File: src/rtl/mem_bridge.sv
// Processor-to-memory bridge with a posted write buffer and a stalling read path.
// Optional read forwarding from the write buffer is enabled by defining MEM_BRIDGE_FWD_EN.
module mem_bridge #(
   parameter int DEPTH = 4
) (
   input  logic        Clk1,
   input  logic        Reset,
   input  logic [15:0] Addr,
   input  logic        RD,
   input  logic        WR,
   input  logic [15:0] DataOut,
   output logic [15:0] DataIn,
   output logic        Wait,
   output logic        mem_req,
   output logic        mem_we,
   output logic [15:0] mem_addr,
   output logic [15:0] mem_wdata,
   input  logic        mem_ack,
   input  logic [15:0] mem_rdata,
   output logic [3:0]  wb_cnt
);

   localparam int PW = (DEPTH > 1) ? $clog2(DEPTH) : 1;

   typedef enum logic [2:0] {IDLE, WDRAIN, RDRAIN, RREQ, RDONE} state_e;

   state_e          state_q, state_d;
   logic [15:0]     addr_mem [DEPTH];
   logic [15:0]     data_mem [DEPTH];
   logic [PW-1:0]   rd_ptr_q, rd_ptr_d, wr_ptr_q, wr_ptr_d;
   logic [3:0]      cnt_q, cnt_d;
   logic [15:0]     din_q, din_d;
   logic            mreq_q, mreq_d, mwe_q, mwe_d;
   logic [15:0]     maddr_q, maddr_d, mwdata_q, mwdata_d;

   logic            full, read_busy, push, pop, acked;
   logic            rd_new, fwd_hit, fwd_acc;
   logic [15:0]     fwd_data;

`ifdef MEM_BRIDGE_FWD_EN
   // Later offsets from the head are younger entries, so the last match wins.
   always_comb begin
      fwd_hit  = 1'b0;
      fwd_data = '0;
      for (int i = 0; i < DEPTH; i++) begin
         if ((4'(i) < cnt_q) && (addr_mem[rd_ptr_q + PW'(i)] == Addr)) begin
            fwd_hit  = 1'b1;
            fwd_data = data_mem[rd_ptr_q + PW'(i)];
         end
      end
   end
`else
   assign fwd_hit  = 1'b0;
   assign fwd_data = '0;
`endif

   // NOTE: every combinational output gets a default first so no path can infer a latch.
   always_comb begin
      read_busy = (state_q == RDRAIN) || (state_q == RREQ);
      full      = (cnt_q == 4'(DEPTH));
      fwd_acc   = RD && !WR && fwd_hit && !read_busy && (state_q != RDONE);
      rd_new    = RD && !WR && !fwd_hit;
      Wait      = 1'b0;
      if (WR)
         Wait = full || read_busy;
      else if (RD && !fwd_acc)
         Wait = (state_q != RDONE);
      push     = WR && !Wait;
      acked    = mreq_q && mem_ack;
      pop      = acked && mwe_q;
      cnt_d    = cnt_q + {3'b000, push} - {3'b000, pop};
      wr_ptr_d = push ? wr_ptr_q + PW'(1) : wr_ptr_q;
      rd_ptr_d = pop  ? rd_ptr_q + PW'(1) : rd_ptr_q;
   end

   always_comb begin
      state_d  = state_q;
      mreq_d   = mreq_q;
      mwe_d    = mwe_q;
      maddr_d  = maddr_q;
      mwdata_d = mwdata_q;
      din_d    = fwd_acc ? fwd_data : din_q;

      // Requests launch only from a deasserted mem_req, which guarantees the idle gap after each ack.
      if (!mreq_q && ((state_q == WDRAIN) || (state_q == RDRAIN))) begin
         mreq_d   = 1'b1;
         mwe_d    = 1'b1;
         maddr_d  = addr_mem[rd_ptr_q];
         mwdata_d = data_mem[rd_ptr_q];
      end else if (!mreq_q && (state_q == RREQ)) begin
         mreq_d  = 1'b1;
         mwe_d   = 1'b0;
         maddr_d = Addr;
      end else if (acked) begin
         mreq_d = 1'b0;
      end

      unique case (state_q)
         IDLE: begin
            if (rd_new)
               state_d = (cnt_q != 4'd0) ? RDRAIN : RREQ;
            else if (cnt_q != 4'd0)
               state_d = WDRAIN;
         end
         WDRAIN: begin
            if (acked) begin
               if (rd_new)
                  state_d = (cnt_d != 4'd0) ? RDRAIN : RREQ;
               else
                  state_d = (cnt_d != 4'd0) ? WDRAIN : IDLE;
            end
         end
         RDRAIN: begin
            if (acked && (cnt_d == 4'd0))
               state_d = RREQ;
         end
         RREQ: begin
            if (acked) begin
               din_d   = mem_rdata;
               state_d = RDONE;
            end
         end
         RDONE:   state_d = IDLE;
         default: state_d = IDLE;
      endcase
   end

   always_ff @(posedge Clk1) begin
      if (!Reset) begin
         state_q  <= IDLE;
         rd_ptr_q <= '0;
         wr_ptr_q <= '0;
         cnt_q    <= '0;
         din_q    <= '0;
         mreq_q   <= 1'b0;
         mwe_q    <= 1'b0;
         maddr_q  <= '0;
         mwdata_q <= '0;
      end else begin
         state_q  <= state_d;
         rd_ptr_q <= rd_ptr_d;
         wr_ptr_q <= wr_ptr_d;
         cnt_q    <= cnt_d;
         din_q    <= din_d;
         mreq_q   <= mreq_d;
         mwe_q    <= mwe_d;
         maddr_q  <= maddr_d;
         mwdata_q <= mwdata_d;
      end
   end

   // NOTE: buffer storage carries no reset; emptiness is defined by the pointers and count alone.
   always_ff @(posedge Clk1) begin
      if (push) begin
         addr_mem[wr_ptr_q] <= Addr;
         data_mem[wr_ptr_q] <= DataOut;
      end
   end

   assign DataIn    = din_q;
   assign mem_req   = mreq_q;
   assign mem_we    = mwe_q;
   assign mem_addr  = maddr_q;
   assign mem_wdata = mwdata_q;
   assign wb_cnt    = cnt_q;

endmodule

File: config.mk
export PLATFORM = sky130hd
export DESIGN_NAME = mem_bridge
export DESIGN_NICKNAME = d
export VERILOG_FILES = /design/src/rtl/mem_bridge.sv
export SDC_FILE = /design/constraint.sdc
export NUM_CORES = 1
export LEC_CHECK = 0
export CORE_ASPECT_RATIO = 1.25
export CORE_MARGIN = 3
export CORE_UTILIZATION = 58
export DETAILED_ROUTE_END_ITERATION = 10
export PLACE_DENSITY = 0.94
export SETUP_SLACK_MARGIN = 0.4
export SYNTH_ARGS = -nofsm -noshare
export SYNTH_HDL_FRONTEND = slang
export SYNTH_SLANG_ARGS = --single-unit
File: constraint.sdc
create_clock -name Clk1 -period 5.8 [get_ports Clk1]
set_input_delay 0.58 -clock Clk1 [delete_from_list [all_inputs] [get_ports Clk1]]
set_output_delay 0.58 -clock Clk1 [all_outputs]
set_load 0.02 [all_outputs]
==> impl_metrics.py <==
metrics = {
    "logic_synthesis": {
        "synth.area.top_cells": "edfxtp_1 (53%), dfxtp_1 (17%), mux4_2 (8.1%)",
        "synth_cell_types": 44,
        "avgSynthCellArea_um2": 15.41,
        "synth_edf_count": 128,
        "synth_common_cells": "edfxtp_1 (128), nand2_1 (70), dfxtp_1 (63)",
        "synth.largest_area_cell": "edfxtp_1",
        "post-synth-top-count-cell": "edfxtp_1",
        "yosysWarnings": 0,
        "ys_seq_elements": 191,
        "yosysSeqAreaShare_pct": 70.19,
        "synth.top_cell.area_share_pct": 52.85,
        "synth_top_flop_cell": "edfxtp_1",
        "syn_nets": 536,
        "synth-async-reset-ratio_pct": 0,
        "synth_cells": 472,
        "netlist_area_um2": 7273,
    },
    "job": {
        "drv_cap": 0,
    },
    "clock_tree": {
        "clk_pin_slew_ns": 0.07,
        "clkLatencyLatePin_ns": 0.43,
        "tritoncts": "built",
        "postCtsResizedCells": 0,
        "post_cts_buffers": 0,
        "clk_path_buf_depth": 2,
        "cts.sinks": 191,
        "hold_buffers": 0,
        "cts_htree_levels": 4,
        "clock-root-buffer": "clkbuf_16",
        "cts_buffers": 17,
    },
    "placed_design": {
        "pre_cts_ws_ns": 2.445,
        "postPlaceCellArea_um2": 8407,
        "gp_congestion": 0.8594,
        "port_buffers": 107,
        "dp_hpwl_um": 9298,
    },
    "global_route": {
        "antenna_found_initial": 0,
        "grt_pass1_wl_um": 24810,
        "grt_pass1_vias": 4568,
        "grt_max_degree": 60,
        "track_usage_pct": 23.57,
        "globalRoute.totalOverflow": 0,
    },
    "timing": {
        "rsz0062_at_grt": "false",
        "finalCriticalPeriod_ns": 2.993,
        "hold_viol_final": 0,
        "tightest_slew_ns": 1.068,
        "fin_setup_tns_ns": 0,
        "slew_violations": 0,
        "skew_ns": 0.01372,
        "finalSetupViolations": 0,
        "post-route-period-util_pct": 51.60,
        "fmax_ghz": 0.3341,
        "setup_ws_ns": 2.807,
        "relSlewSlack_pct": 28.72,
    },
    "pwr": {
        "vdd_drop_max_mv": 0.2306,
        "power.density_nw_per_um2": 410.3,
        "leakage_nw": 3.012,
    },
    "worst_setup_path": {
        "crit_path_start_kind": "register",
        "endpoint_kind": "register",
        "crit-reg2reg-launch": "wb_cnt[1]",
        "path_cells": "nor2_1 > nand2_1 > nand2_1 > a21oi_1 > inv_1 > ha_1 > inv_1 > ha_1 > inv_1 > fa_1 > nor2b_1 > and4_1 > a211oi_2",
        "cp_max_fo": 6,
        "slowest_delay_ns": 0.53,
        "slowest_stage": "dfxtp_1",
        "crit_required_ns": 6.16,
        "critPathKind": "reg -> reg",
        "endpoint": "state_q[0]",
        "r2r_cells": 13,
        "rrSetupSlack_ns": 2.81,
        "crit_start": "wb_cnt[1]",
        "crit_top_cell": "inv_1",
        "arrival_ns": 3.35,
        "timing.rr.end": "state_q[0]",
    },
    "routing": {
        "vias": 4416,
        "initialDrtViolationCount": 476,
        "drc": 0,
        "dr.pass1.iters": 5,
        "via_per_inst": 5.904,
        "ant_nets": 0,
        "wl_per_cell_um": 20.96,
        "drt_wl_total_um": 15680,
    },
    "floorplan": {
        "start_util_pct": 59.53,
        "die_h_um": 131.2,
        "die_w_um": 106.2,
        "fp-row-count": 45,
        "dieArea_um2": 13930,
        "core_region_area_um2": 12220,
        "num_io_pins": 108,
    },
    "finish": {
        "insertedDiodeCount": 0,
        "multiInputGateArea_um2": 1962,
        "area_growth_pct": 24.02,
        "fin_area_um2": 9020,
        "regArea_um2": 5105,
        "drive_gt1_share_pct": 11.82,
        "layout.nets": 635,
        "fillers": 726,
    },
    "run_status": {
        "outcome": "finished, final reports clean",
    },
    "worst_hold_path": {
        "hp-class": "reg -> reg",
    },
}
## where the power goes
| group | total [W] | switching [W] | leakage [nW] | internal [W] |
|---|---|---|---|---|
| Clock | 0.00122 | 0.000490 | 0.293 | 0.000728 |
| Combinational | 0.000751 | 0.000415 | 1.04 | 0.000336 |
| Sequential | 0.00173 | 0.0000942 | 1.68 | 0.00164 |
## worst max-delay path: cells and delay by family, from the launching register on
kind,cells,cell delay (ns)
AO/OA/AOI/OAI,2,0.51
adder cells (fa/ha/maj),3,0.94
buffers and inverters,3,0.31
flip-flops,1,0.53
AND/OR/NAND/NOR,5,0.62
## placed cells by master (no fill, tap or decap), drive strengths merged, types with 4 or more instances in the layout
master,synthesis,routed
edfxtp,128,128
inv,13,13
clkbuf,9,20
nor2,28,28
a21oi,40,40
nand2,71,71
a222oi,16,16
clkinv,0,5
and2,5,5
clkdlybuf4s50,0,107
bufinv,0,4
dfxtp,63,63
xnor2,5,5
mux4,32,32
ha,10,10
## metrics by stage
| stage | total power (W) | utilization, % | std cells | hold slack [ns] |
|---|---|---|---|---|
| global placement | 0.002437 | 68.81 | 716 | 0.4419 |
| finish | 0.003700 | 73.82 | 748 | 0.4550 |
| CTS | 0.003717 | 73.82 | 748 | 0.4565 |
| detailed placement | 0.002493 | 68.81 | 716 | 0.4465 |
| floorplan | 0.002195 | - | 472 | 0.5118 |
| global route | 0.003837 | 73.82 | 748 | 0.4706 |
## cell type report
class	count	area share [%]
multi-input cells	239	21.75
repair buffers	109	12.04
flip-flops and latches	191	56.60
inverters	13	0.5410
clock inverters	12	1.845
clock buffers	20	4.952
well taps	164	2.275
## metal layers
layer  up-vias  global-route usage [%]  part of all wire, %
met1      2165                   28.62                   37
met2       231                   39.61                   52
li1       1980                       -                    -
met4         0                   11.74                  3.8
met5         -                       0                    0
met3        40                   5.209                  7.2
## logic make-up (layout without fill, tap and decap cells)
| kind of cell | count (synthesis) | in the layout | synth area share (%) |
|---|---|---|---|
| compound gates | 68 | 68 | 6.262 |
| xor+xnor | 7 | 7 | 0.8430 |
| fa+ha+maj | 11 | 11 | 1.996 |
| buf+inv | 42 | 154 | 3.010 |
| flops | 191 | 191 | 70.19 |
| mux | 35 | 35 | 10.70 |
| simple gates | 118 | 118 | 7.002 |
## state kept, by name, summed over array words and instances, names as in the netlist, named ones only
register,flops
wb_cnt,4
rd_ptr_q,2
wr_ptr_q,2
state_q,3
mem_we,1
addr_mem,64
mem_addr,16
mem_req,1
DataIn,16
data_mem,64
mem_wdata,16
## worst min path at each step
stage / start / end / depth (start not counted)
floorplan: state_q[0] / state_q[2] / 2
global placement: mem_wdata[12] / mem_wdata[12] / 2
detailed placement: mem_wdata[7] / mem_wdata[7] / 2
CTS: DataIn[1] / DataIn[1] / 2
global route: DataIn[8] / DataIn[8] / 2
finish: mem_wdata[12] / mem_wdata[12] / 2
Note: power is estimated with default switching activity, not from simulation.
